<file path="src/rtl/hazard_ctrl.sv">
// hazard_ctrl: IF/ID register with RAW stall and taken-branch flush control; HAZARD_FORWARDING_EN limits stalls to load-use
module hazard_ctrl (
  input  logic        clk,
  input  logic        rst,
  input  logic        if_valid,
  input  logic [31:0] if_instr,
  input  logic [31:0] if_pc,
  input  logic        branch_taken,
  output logic        if_ready,
  output logic        id_valid,
  output logic [31:0] id_instr,
  output logic [31:0] id_pc,
  output logic        issue_valid,
  output logic        stall
);
  logic [6:0] op;
  logic [4:0] rd, rs1, rs2, ex_rd, mem_rd;
  logic is_ld, is_st, is_br, is_imm, is_op, use1, use2, wr;
  logic ex_wr, mem_wr, hit_ex, hit_mem, hazard;
`ifdef HAZARD_FORWARDING_EN
  logic ex_ld;
`endif
  always_comb begin
    op = id_instr[6:0];
    rd = id_instr[11:7];
    rs1 = id_instr[19:15];
    rs2 = id_instr[24:20];
    is_ld = op == 7'b0000011;
    is_st = op == 7'b0100011;
    is_br = op == 7'b1100011;
    is_imm = op == 7'b0010011;
    is_op = op == 7'b0110011;
    use1 = is_ld || is_st || is_br || is_imm || is_op;
    use2 = is_st || is_br || is_op;
    wr = (is_ld || is_imm || is_op) && rd != 5'd0;
    hit_ex = ex_wr && ex_rd != 5'd0 && ((use1 && rs1 == ex_rd) || (use2 && rs2 == ex_rd));
    hit_mem = mem_wr && mem_rd != 5'd0 && ((use1 && rs1 == mem_rd) || (use2 && rs2 == mem_rd));
`ifdef HAZARD_FORWARDING_EN
    hazard = hit_ex && ex_ld;
`else
    hazard = hit_ex || hit_mem;
`endif
    stall = id_valid && hazard;
    if_ready = !stall || branch_taken;
    issue_valid = id_valid && !stall && !branch_taken;
  end
  always_ff @(posedge clk or posedge rst) begin
    if (rst) begin
      id_valid <= 1'b0;
      id_instr <= 32'd0;
      id_pc <= 32'd0;
      ex_rd <= 5'd0;
      ex_wr <= 1'b0;
      mem_rd <= 5'd0;
      mem_wr <= 1'b0;
`ifdef HAZARD_FORWARDING_EN
      ex_ld <= 1'b0;
`endif
    end else begin
      id_valid <= branch_taken ? 1'b0 : stall ? id_valid : if_valid;
      id_instr <= (branch_taken || stall) ? id_instr : if_instr;
      id_pc <= (branch_taken || stall) ? id_pc : if_pc;
      ex_rd <= rd;
      ex_wr <= issue_valid && wr;
      mem_rd <= ex_rd;
      mem_wr <= ex_wr;
`ifdef HAZARD_FORWARDING_EN
      ex_ld <= issue_valid && is_ld;
`endif
    end
  end
endmodule

</file>
<file path="config.mk">
export PLATFORM = sky130hd
export DESIGN_NAME = hazard_ctrl
export DESIGN_NICKNAME = d
export VERILOG_FILES = /design/src/rtl/hazard_ctrl.sv
export SDC_FILE = /design/constraint.sdc
export NUM_CORES = 1
export LEC_CHECK = 0
export ABC_AREA = 1
export CAP_MARGIN = 20
export CORE_MARGIN = 2
export CORE_UTILIZATION = 41
export DETAILED_ROUTE_END_ITERATION = 8
export GPL_ROUTABILITY_DRIVEN = 0
export PLACE_DENSITY = 0.88
export SYNTH_ARGS = -nofsm -noshare
export SYNTH_HDL_FRONTEND = slang
export SYNTH_SLANG_ARGS = --single-unit
</file>
<file path="constraint.sdc">
create_clock -name clk -period 2.7 [get_ports clk]
set_input_delay 0.405 -clock clk [delete_from_list [all_inputs] [get_ports clk]]
set_output_delay 0.405 -clock clk [all_outputs]
set_load 0.02 [all_outputs]
</file>
==> flow_summary.json <==
{
  "status": "completed",
  "relSlewSlack_pct": 56.2,
  "finalNonFillerCells": 628,
  "cts_root_buffer": "clkbuf_8",
  "r2r_cells": 14,
  "worstMarginPinSlew_ns": 0.656,
  "multiInputGateArea_sq_mm": 0.00121,
  "min_period_ns": 2.53,
  "fin_total_pwr_mw": 2.81,
  "core_sq_mm": 0.00781,
  "num_antenna_cells": 0,
  "setup-tns-final_ns": 0,
  "grt-ovfl-total": 0,
  "grt_max_degree": 66,
  "avgSynthCellArea_sq_um": 8.60,
  "register_area_sq_mm": 0.00193,
  "hpwl_microns": 6240,
  "antenna_left": 0,
  "first_global_vias": 3108,
  "cap_violations": 0,
  "fillerInstances": 670,
  "startpoint": "id_instr[17]",
  "p_sw_share_pct": 28.3,
  "fin_nets": 589,
  "p_sw_mw": 0.795,
  "synth_edf_count": 0,
  "cp-endpoint": "issue_valid",
  "wire_per_inst_microns": 14.2,
  "vias": 3063,
  "p_per_area_mw_per_mm2": 572,
  "fp.dieW_microns": 94.4,
  "synth_common_cells": "171 x nand2_1, 77 x dfrtp_1, 66 x nand3_1",
  "internal_power_mw": 2.02,
  "areaGrowthSynthToFinish_pct": 46.8,
  "maxSlewViolCount": 0,
  "leakage_nw": 2.41,
  "syn_area_sq_mm": 0.00335,
  "pwr-share-seq_pct": 47.7,
  "start_kind": "register",
  "io_buffer_count": 135,
  "grtUsageTotal_pct": 21.3,
  "ys_types": 20,
  "required_ns": 2.30,
  "synth_top_area_share_pct": 57.5,
  "remaining_drc_errors": 0,
  "start_util_pct": 42.9,
  "die_area_sq_mm": 0.00892,
  "setup_violations": 0,
  "cts_tree": "done",
  "fmax_mhz": 396,
  "drive_gt1_share_pct": 4.75,
  "synthFlopType": "dfrtp_1",
  "postSynthRegisterBits": 77,
  "dp.cells": 612,
  "clkLatencyLatePin_ns": 0.34,
  "synth_area_leaders": "dfrtp_1 57%, nand2_1 19%, nand3_1 9.9%",
  "synthArstFlopShare_pct": 100,
  "yosysMostFrequentCell": "nand2_1",
  "hp-class": "register to register",
  "cp-end-kind": "primary output",
  "path_clk_slew_ns": 0.08,
  "drtPass1Iterations": 5,
  "ir_drop_mv": 0.279,
  "grt_pass1_wl_microns": 14700,
  "antenna_found_initial": 0,
  "worstPathArrival_ns": 2.12,
  "ys_seq_area_share_pct": 57.5,
  "synth_cells": 390,
  "final_hold_viol_count": 0,
  "avgViaCountPerCell": 4.88,
  "cts.path.max_buffers": 2,
  "worst-path-max-fanout": 4,
  "power_frac_clock_pct": 30.2,
  "worst_clock_skew_ns": 0.00723,
  "ios": 136,
  "cts.htree.levels": 3,
  "crit_type": "register to primary output",
  "ys_warn_count": 0,
  "wirelength_microns": 8910,
  "worstReg2RegStart": "mem_rd[3]",
  "r2r_slack_ns": 0.58,
  "cts-buffers-inserted": 9,
  "rr_endpoint": "id_instr[11]",
  "combPwrFrac_pct": 22.1,
  "drt-initial-drc-count": 129,
  "rsz0062_at_grt": "false",
  "die_h_microns": 94.4,
  "placementRows": 32,
  "timing.final.crit_share_pct": 93.6,
  "cts.sinks": 77,
  "syn_nets": 458,
  "yosys.area.top_type": "dfrtp_1"
}
## worst min path at each step
stage,to,depth (start not counted),from
finish,mem_wr,0,ex_wr
global route,mem_wr,0,ex_wr
global placement,mem_wr,0,ex_wr
detailed placement,mem_wr,0,ex_wr
CTS,mem_wr,0,ex_wr
floorplan,mem_wr,0,ex_wr
## state kept, by name (all words and copies together) (netlist names)
signal	cells
ex_rd	5
mem_wr	1
ex_wr	1
id_pc	32
id_instr	32
id_valid	1
mem_rd	5
## cell type report
class,instances,share of cell area [%]
Timing Repair Buffer,140,28.2
Tap cell,102,2.59
Clock buffer,12,2.95
Clock inverter,4,0.966
Inverter,18,1.40
Sequential cell,77,39.2
Multi-Input combinational cell,275,24.7
## per-layer routing
| layer | up-vias | routed length, microns | GRT usage (%) |
|---|---|---|---|
| li1 | 1480 | - | - |
| met1 | 1435 | 3690 | 26.9 |
| met2 | 126 | 4200 | 34.1 |
| met3 | 22 | 765 | 5.43 |
| met4 | 0 | 245 | 10.9 |
| met5 | - | 0 | 0 |
## critical path: stages (launching register included)
cell and delay (ns):
dfrtp_1 0.44, xor2_1 0.23, nor2_1 0.10, nand2_1 0.07, nand2_1 0.06, nand2_1 0.07
nand2_2 0.07, nor2_1 0.08, clkdlybuf4s50_1 0.66
## power groups by stage
stage | Combinational [mW] | Sequential (mW) | Clock (mW)
4_1_cts | 0.630 | 1.34 | 0.874
3_3_place_gp | 0.615 | 1.36 | 0
6_report | 0.623 | 1.34 | 0.849
3_5_place_dp | 0.627 | 1.36 | 0
2_1_floorplan | 0.194 | 1.45 | 0
5_1_grt | 0.678 | 1.36 | 0.933
## stage by stage
step                      hold WS [ns]  setup WS (ns)  area, sq um  util [%]
after floorplan                  0.348          0.328         3350         -
after global placement           0.352          0.470         4730      60.5
after detailed placement         0.372          0.398         4730      60.5
after CTS                        0.390        0.00417         4920      63.0
after global routing             0.400         0.0275         4920      63.0
final                            0.385          0.172         4920      63.0
## timing repair
action / in CTS / in global routing
setup endpoints to repair: 2 / 1
gates resized for setup: 1 / 1
hold buffers: 0 / 0
buffers inserted: 0 / 0
## cell usage in the layout, fill, tap and decap left out
| master | instances |
|---|---|
| nand2_4 | 1 |
| o21ai_0 | 2 |
| xor2_1 | 4 |
| inv_2 | 1 |
| clkbuf_8 | 10 |
| nor2_1 | 13 |
| a21oi_1 | 1 |
| a21boi_1 | 1 |
| nand2_1 | 171 |
| nand2_2 | 2 |
| inv_1 | 16 |
| bufinv_16 | 1 |
| dfrtp_1 | 77 |
| clkbuf_1 | 2 |
| dlygate4sd2_1 | 1 |
| xnor2_1 | 11 |
| clkdlybuf4s50_1 | 133 |
| nor3_1 | 2 |
| nor2_2 | 1 |
| nand3_1 | 66 |
| clkinv_2 | 3 |
| clkinvlp_4 | 1 |
| buf_4 | 5 |
| dlymetal6s2s_1 | 1 |
## cell families (layout without fill, tap and decap cells)
kind of cell,count (synthesis),after routing,share of synthesized area (%)
AO/OA/AOI/OAI,4,4,0.672
buffers and inverters,38,174,6.31
AND/OR/NAND/NOR,256,256,31.6
XOR/XNOR,15,15,3.92
flip-flops,77,77,57.5
Power figures use the tool's default switching activity.
